[src/rtl/freq_sched_pkg.sv]
//------------------------------------------------------------------------------
// Module  : freq_sched_pkg
// Brief   : Shared defaults, counter widths and state encoding for the frame
//           scheduler of the spectral effect chain.
// Revision: 1.0 - initial release
//------------------------------------------------------------------------------
`default_nettype none

package freq_sched_pkg;

  localparam int FS_FRAME_LEN    = 1024;
  localparam int FS_NREQ         = 4;
  localparam int FS_GAP_MIN      = 6;
  localparam int FS_DRAIN_MAX    = 15;
  localparam int FS_FRAME_CNT_W  = 16;
  localparam int FS_DROP_CNT_W   = 8;

  typedef enum logic [2:0] {
    ST_IDLE   = 3'd0,
    ST_ARM    = 3'd1,
    ST_WINDOW = 3'd2,
    ST_DRAIN  = 3'd3,
    ST_GAP    = 3'd4
  } sched_state_e;

endpackage

`default_nettype wire

[src/rtl/sched_prio_pick.sv]
//------------------------------------------------------------------------------
// Module  : sched_prio_pick
// Brief   : Combinational fixed-priority picker, lowest set index wins (one-hot).
// Revision: 1.0 - initial release
//------------------------------------------------------------------------------
`default_nettype none

module sched_prio_pick
  import freq_sched_pkg::*;
#(
  parameter int NREQ = FS_NREQ
) (
  input  logic [NREQ-1:0] req,
  output logic [NREQ-1:0] pick
);

  // Two's-complement trick isolates the lowest set bit.
  assign pick = req & (~req + NREQ'(1));

endmodule

`default_nettype wire

[src/rtl/freq_frame_sched.sv]
//------------------------------------------------------------------------------
// Module  : freq_frame_sched
// Brief   : Per-frame arbiter for the spectrum RAM read port: ARM, read window,
//           drain for tlast, idle gap. FRAME_SCHED_STATS_EN enables the counters.
// Revision: 1.0 - initial release
//------------------------------------------------------------------------------
`default_nettype none

module freq_frame_sched
  import freq_sched_pkg::*;
#(
  parameter int FRAME_LEN = FS_FRAME_LEN,
  parameter int NREQ      = FS_NREQ,
  parameter int GAP_MIN   = FS_GAP_MIN,
  parameter int DRAIN_MAX = FS_DRAIN_MAX
) (
  input  logic                      clk,
  input  logic                      rst_n,
  input  logic                      frame_ready,
  input  logic [NREQ-1:0]           mode_req,
  input  logic [NREQ-1:0]           eff_tlast,
  output logic [NREQ-1:0]           grant,
  output logic                      grant_switch,
  output logic                      win_en,
  output logic                      busy,
  output logic                      frame_done,
  output logic                      err_timeout,
  output logic                      overrun,
  output logic [FS_FRAME_CNT_W-1:0] frame_cnt,
  output logic [FS_DROP_CNT_W-1:0]  drop_cnt
);

  localparam int CNT_W = $clog2(FRAME_LEN);
  localparam logic [CNT_W-1:0] c_win_last   = CNT_W'(FRAME_LEN - 1);
  localparam logic [CNT_W-1:0] c_drain_last = CNT_W'(DRAIN_MAX - 1);
  localparam logic [CNT_W-1:0] c_gap_last   = CNT_W'(GAP_MIN - 1);

  sched_state_e     r_state, w_state_nxt;
  logic [CNT_W-1:0] r_cnt, w_cnt_nxt;
  logic [NREQ-1:0]  r_grant;
  logic [NREQ-1:0]  w_pick;
  logic             r_grant_switch;
  logic             r_pending;
  logic             r_err_timeout;
  logic             r_overrun;
  logic             w_start;
  logic             w_tlast_hit;
  logic             w_drain_to;
  logic             w_drain_exit;

  sched_prio_pick #(.NREQ(NREQ)) u_pick (
    .req  (mode_req),
    .pick (w_pick)
  );

  assign w_start      = (r_state == ST_IDLE) && (frame_ready || r_pending) && (|mode_req);
  assign w_tlast_hit  = |(eff_tlast & r_grant);
  assign w_drain_to   = (r_cnt == c_drain_last);
  assign w_drain_exit = (r_state == ST_DRAIN) && (w_tlast_hit || w_drain_to);

  always_comb begin
    w_state_nxt = r_state;
    w_cnt_nxt   = r_cnt;
    case (r_state)
      ST_IDLE: begin
        w_cnt_nxt = '0;
        if (w_start) w_state_nxt = ST_ARM;
      end
      ST_ARM: begin
        w_state_nxt = ST_WINDOW;
        w_cnt_nxt   = '0;
      end
      ST_WINDOW: begin
        if (r_cnt == c_win_last) begin
          w_state_nxt = ST_DRAIN;
          w_cnt_nxt   = '0;
        end else begin
          w_cnt_nxt = r_cnt + CNT_W'(1);
        end
      end
      ST_DRAIN: begin
        if (w_tlast_hit || w_drain_to) begin
          w_state_nxt = ST_GAP;
          w_cnt_nxt   = '0;
        end else begin
          w_cnt_nxt = r_cnt + CNT_W'(1);
        end
      end
      ST_GAP: begin
        if (r_cnt == c_gap_last) begin
          w_state_nxt = ST_IDLE;
          w_cnt_nxt   = '0;
        end else begin
          w_cnt_nxt = r_cnt + CNT_W'(1);
        end
      end
      default: begin
        w_state_nxt = ST_IDLE;
        w_cnt_nxt   = '0;
      end
    endcase
  end

  always_ff @(posedge clk) begin
    if (!rst_n) begin
      r_state        <= ST_IDLE;
      r_cnt          <= '0;
      r_grant        <= '0;
      r_grant_switch <= 1'b0;
      r_pending      <= 1'b0;
      r_err_timeout  <= 1'b0;
      r_overrun      <= 1'b0;
    end else begin
      r_state        <= w_state_nxt;
      r_cnt          <= w_cnt_nxt;
      r_grant_switch <= 1'b0;
      if (w_start) begin
        r_grant        <= w_pick;
        r_grant_switch <= (w_pick != r_grant);
      end else if ((r_state == ST_IDLE) && !(|mode_req) && (|r_grant)) begin
        // All effects off while idle: fall back to bypass.
        r_grant        <= '0;
        r_grant_switch <= 1'b1;
      end
      if (w_drain_exit && !w_tlast_hit) r_err_timeout <= 1'b1;
      if (r_state == ST_IDLE) begin
        if (w_start) r_pending <= 1'b0;
      end else if (frame_ready) begin
        r_pending <= 1'b1;
        if (r_pending) r_overrun <= 1'b1;
      end
    end
  end

  assign grant        = r_grant;
  assign grant_switch = r_grant_switch;
  assign win_en       = (r_state == ST_WINDOW);
  assign busy         = (r_state != ST_IDLE);
  assign frame_done   = w_drain_exit;
  assign err_timeout  = r_err_timeout;
  assign overrun      = r_overrun;

`ifdef FRAME_SCHED_STATS_EN
  logic [FS_FRAME_CNT_W-1:0] r_frame_cnt;
  logic [FS_DROP_CNT_W-1:0]  r_drop_cnt;
  logic                      w_drop;

  assign w_drop = frame_ready && (r_state != ST_IDLE) && r_pending;

  always_ff @(posedge clk) begin
    if (!rst_n) begin
      r_frame_cnt <= '0;
      r_drop_cnt  <= '0;
    end else begin
      if (w_drain_exit) r_frame_cnt <= r_frame_cnt + FS_FRAME_CNT_W'(1);
      if (w_drop && (r_drop_cnt != {FS_DROP_CNT_W{1'b1}}))
        r_drop_cnt <= r_drop_cnt + FS_DROP_CNT_W'(1);
    end
  end

  assign frame_cnt = r_frame_cnt;
  assign drop_cnt  = r_drop_cnt;
`else
  assign frame_cnt = '0;
  assign drop_cnt  = '0;
`endif

endmodule

`default_nettype wire
[config.mk]
export PLATFORM = sky130hd
export DESIGN_NAME = freq_frame_sched
export DESIGN_NICKNAME = d
export VERILOG_FILES = /design/src/rtl/freq_sched_pkg.sv /design/src/rtl/sched_prio_pick.sv /design/src/rtl/freq_frame_sched.sv
export SDC_FILE = /design/constraint.sdc
export NUM_CORES = 1
export LEC_CHECK = 0
export BUFFER_PORTS_ARGS = -buffer_cell sky130_fd_sc_hd__buf_2
export CAP_MARGIN = 20
export CORE_ASPECT_RATIO = 1.5
export CORE_MARGIN = 5
export CORE_UTILIZATION = 45
export DETAILED_ROUTE_END_ITERATION = 12
export PLACE_DENSITY = 0.72
export SLEW_MARGIN = 0
export SYNTH_ARGS = -nofsm -noshare
export SYNTH_HDL_FRONTEND = slang
export SYNTH_HIERARCHICAL = 1
export SYNTH_SLANG_ARGS = --single-unit
export TNS_END_PERCENT = 30
[constraint.sdc]
create_clock -name clk -period 1.5 [get_ports clk]
set_input_delay 0 -clock clk [delete_from_list [all_inputs] [get_ports clk]]
set_output_delay 0 -clock clk [all_outputs]
set_load 0.03 [all_outputs]
* Word level (Yosys, flattened, before mapping)
Cells that the tools add are included.
** Cells by class
- Eq/ne operators :: 12
- Bitwise gates (word level) :: 4
- Reduce and logical (&&, ||, !) cells :: 20
- Add/sub/neg operators :: 2
- Muxes and demuxes :: 16
** Operators with widths (number)
- two-way mux 10 bit :: 3
- one-hot mux 10 bit (3 select lines) :: 1
- one-hot mux 3 bit (5 select lines) :: 1
- two-way mux 3 bit :: 4
- OR reduction 4 bit :: 3
- adder 10 x 1 -> 10 bit, second input constant :: 1
- equality test 10 bit, second input constant :: 1
- equality test 10 x 3 -> 1 bit, second input constant :: 1
- equality test 10 x 4 -> 1 bit, second input constant :: 1
- AND 4 bit :: 2
- two-way mux 4 bit :: 2
- equality test 3 x 2 -> 1 bit, second input constant :: 2
- logical AND 1 bit :: 6
- two-way mux 1 bit :: 5
- adder 4 x 1 -> 4 bit, second input constant :: 1
- inequality test 2 x 1 -> 1 bit, second input constant :: 2
- inequality test 2 bit, second input constant :: 2
- inequality test 4 bit :: 1
- NOT 4 bit :: 1
- AND reduction 4 bit :: 1
- nonzero test 2 bit :: 2
- equality test 3 x 1 -> 1 bit, second input constant :: 1
- equality test 3 bit, second input constant :: 1
- logical NOT 3 bit :: 1
- other kinds (6) :: 8
** Storage, ports and cells
- Output and inout bits :: 34
- Bits in registers :: 21

* Logic depth before layout (Yosys ltp)
- Depth in word-level cells :: 6
- Depth in mapped cells :: 6
- Depth with buffers taken out :: 6

* Modules after synthesis
Netlist, hierarchy kept.
** By module, submodules not included
- freq_frame_sched :: area each 1325.0 um^2, times used 1, cells each 143
- sched_prio_pick :: area each 36.3 um^2, times used 1, cells each 4

* Least setup slack after synthesis
Ideal clock, no wire load.
- Path type :: register to register
- Start :: register r_cnt[6]
- End :: register r_state[2]
- Data arrival time :: 1687 ps
- Path buffers :: 0
- Period minus slack after synthesis :: 1746 ps
- Path slack :: -246 ps
- Cell stages (with the launch flop) :: 5
- Cell sequence :: dfxtp_1 > nor4_4 > nand4_4 > a21oi_1 > o21a_1
** On the way
- Word-level cells in the longest chain between the ends :: 4
- Elaborated cells on any way between the ends :: 8
- Classes of those cells :: eq/ne (6); reduce/logical (2)
** RTL lines
- from (decl) :: RTL line freq_frame_sched.sv:39 : logic [CNT_W-1:0] r_cnt, w_cnt_nxt;
- from (signal assigned) :: RTL line freq_frame_sched.sv:115 : r_cnt <= w_cnt_nxt;
- equality test 10 x 4 -> 1 bit :: RTL line freq_frame_sched.sv:58 : assign w_drain_to = (r_cnt == c_drain_last);
- logical OR 1 bit :: RTL line freq_frame_sched.sv:82 : if (w_tlast_hit || w_drain_to) begin
- inequality test 2 x 1 -> 1 bit (no source line)
- AND reduction 4 bit (no source line) (*)
- to (signal assigned) :: RTL line freq_frame_sched.sv:114 : r_state <= w_state_nxt;
- to (decl) :: RTL line freq_frame_sched.sv:38 : sched_state_e r_state, w_state_nxt;
Every way passes the cells marked *; elsewhere a longest branch is shown, timed or not.
A chain may end at the register's enable or synchronous reset.

* Worst setup path after layout
- Start :: register r_cnt[9]
- End :: output frame_done
** On the way
- Word-level cells in the longest chain between the ends :: 3
** RTL lines
- equality test 10 x 4 -> 1 bit :: RTL line freq_frame_sched.sv:58
- logical OR 1 bit :: RTL line freq_frame_sched.sv:59 : assign w_drain_exit = (r_state == ST_DRAIN) && (w_tlast_hit || w_drain_to);
- logical AND 1 bit :: RTL line freq_frame_sched.sv:59
- to (decl) :: RTL line freq_frame_sched.sv:26 : output logic frame_done,
Every way passes these cells.

==> results.py <==
metrics = {
    "status": {
        "status": "finished with violations",
        "failed_checks": "setup timing",
    },
    "sta": {
        "max_freq_ghz": 0.627,
        "setup_violations": 13,
        "hold-worst-slack_ps": 26.1,
        "hold_viol": 0,
        "worst_pin_slew_ps": 506,
        "drv_slew": 0,
        "grt_setup_unrepaired": "yes",
        "fin_ws_ps": -93.9,
        "finalCriticalPeriod_ps": 1590,
        "fin_crit_sh": 1.06,
        "fin_tns_setup_ps": -603,
        "maxSlewHeadroom": 0.660,
        "finalClockSkew_ps": 2.63,
    },
    "yosys": {
        "ys_seq_area_frac": 0.309,
        "synthCells": 147,
        "synth_edf_count": 0,
        "yosysMostFrequentCell": "buf_4",
        "synth_top_area_frac": 0.309,
        "ys_types": 42,
        "syn_area_um2": 1360,
        "synth_area_leader_cell": "dfxtp_1",
        "synth_area_leaders": "dfxtp_1, buf_4, xnor2_1",
        "yosys_register_bits": 21,
        "post_synth.cell_area_avg_um2": 9.26,
        "yosysWarnings": 6,
        "synth_ff_type": "dfxtp_1",
        "synth_commonest_cells": "buf_4, dfxtp_1, nor3_1",
        "synthArstFlopShare": 0,
    },
    "grt": {
        "use_met1": 0.154,
        "use_met2": 0.303,
        "met3_usage": 0.0211,
        "grt.total_usage": 0.156,
        "grt_max_degree": 14,
        "overflow": 0,
        "top_usage_layer": "met2",
        "grt_pass1_vias": 1114,
        "grt_pass1_wl_mm": 5.08,
        "antenna_found_initial": 0,
    },
    "pwr": {
        "p_sw_frac": 0.370,
        "p_clk_frac": 0.245,
        "max-vdd-ir-drop_mv": 0.568,
        "p_per_area_nw_per_um2": 871,
        "power.total_uw": 1540,
        "seq_power_share": 0.405,
        "p_sw_uw": 571,
        "comb_power_share": 0.350,
        "intPower_uw": 972,
        "power_leakage_uw": 0.000734,
    },
    "min_path": {
        "hp-start": "frame_ready",
        "hold_path_class": "input pin to register",
    },
    "layout": {
        "nets": 208,
        "area_delta_synth_final_pct": 30.1,
        "drive_above_1_share": 0.451,
        "finalInstanceArea_um2": 1770,
        "num_antenna_cells": 0,
    },
    "floorplan": {
        "rows": 24,
        "initial_core_util": 0.467,
        "dieArea_um2": 4250,
        "die_y_um": 77.4,
        "ioPinCount": 45,
        "die_w_um": 54.9,
        "core_um2": 2910,
    },
    "critical_path": {
        "cp.required_ps": 1500,
        "crit_fanout": 3,
        "end_kind": "output pin",
        "cp-start-kind": "register",
        "rr_startpoint": "r_cnt[9]$_SDFF_PN0_",
        "crit_start": "r_cnt[9]$_SDFF_PN0_",
        "worstSetupPathType": "register to output pin",
        "arrival_ps": 1590,
    },
    "routing": {
        "post_drt_via_cell_ratio": 4.97,
        "antenna_left": 0,
        "num_vias": 1152,
        "avgRoutedWirePerCell_um": 13.7,
        "drt_iter0_markers": 21,
        "drt-pass1-iter-count": 4,
        "drc": 0,
        "wirelength_mm": 3.19,
    },
    "placement": {
        "place_congestion": 0.785,
        "place_area_um2": 1550,
        "io_buffers": 20,
        "dp_hpwl_mm": 2.35,
    },
    "clock_tree": {
        "clk_pin_slew_worst_paths_ps": 80,
        "cts_tree": "built",
        "cts_buffers": 3,
        "cts_root_buf": "clkbuf_8",
        "clock_latency_ps": 260,
        "clkSinkCount": 21,
        "htree_levels": 1,
        "clock_path_buffers": 2,
    },
    "job": {
        "cap_violations": 0,
    },
}
[critical path: stages, from the launching register on]
cell	delay (ps)
dfxtp_2	340
nor4_4	300
buf_4	170
nand4_4	90
buf_6	150
a21oi_4	130
buf_6	150
[metrics by stage]
step | setup WS [ps] | instances | utilization
after floorplan | -49.9 | 170 | -
after global placement | -84.5 | 220 | 0.533
after detailed placement | -178 | 220 | 0.533
after CTS | -118 | 232 | 0.597
after global routing | -174 | 232 | 0.608
final | -93.9 | 232 | 0.608
[state kept, by name, indices dropped and copies added (netlist names)]
signal and count:
r_cnt 10, grant 4, r_state 3, err_timeout 1, grant_switch 1, overrun 1, r_pending 1
[final timing paths]
kind         slack (ps)  depth (start not counted)                  endpoint
max                 -90                          6                frame_done
min                  30                          3    r_pending$_SDFFE_PN0P_
max reg2reg         -60                          6       r_cnt[7]$_SDFF_PN0_
min reg2reg         460                          1  err_timeout$_SDFFE_PN0P_
[placed cells by master (no fill, tap or decap), drive strengths merged, types with 5 or more instances in the layout]
cell type	n
nand2	6
dfxtp	21
nor2b	7
xnor2	7
nand4	5
nor3	13
buf	47
inv	5
xor2	6
conb	24
[logic make-up after synthesis]
group	count (synthesis)	share of synthesized area
adders and majority gates	3	0.0276
AOI/OAI and AO/OA	23	0.144
and+or+nand+nor	53	0.269
DFF	21	0.309
xor gates and xnor gates	13	0.0836
other	1	0.00275
buffers and inverters	33	0.164
[per-layer routing]
metal | routed length [µm] | share of wire | up-vias
met5 | 0 | 0 | -
met4 | 72 | 0.023 | 0
met3 | 146 | 0.046 | 9
met2 | 1890 | 0.59 | 26
met1 | 1080 | 0.34 | 552
li1 | - | - | 565
[power by group through the flow]
| stage | Sequential (µW) | Combinational [µW] | Clock (µW) |
|---|---|---|---|
| 2_1_floorplan | 644 | 372 | 0 |
| 3_3_place_gp | 632 | 449 | 0 |
| 3_5_place_dp | 635 | 460 | 0 |
| 4_1_cts | 624 | 580 | 386 |
| 5_1_grt | 629 | 588 | 408 |
| 6_report | 625 | 540 | 378 |
[cell type report]
cell class / count / area, µm²
Fill cell: 263 / 1140
Multi-Input combinational cell: 116 / 893
Sequential cell: 21 / 435
Timing Repair Buffer: 47 / 330
Tap cell: 39 / 48.8
Clock buffer: 4 / 45.0
Inverter: 5 / 18.8
[repair_timing]
item,in CTS,in global routing
gates resized for setup,18,17
setup endpoints to repair,12,19
hold buffers,0,0
pin swaps,6,12
setup buffers,7,3
hold endpoints to repair,0,0
gates cloned,1,0
Power figures use the tool's default switching activity.
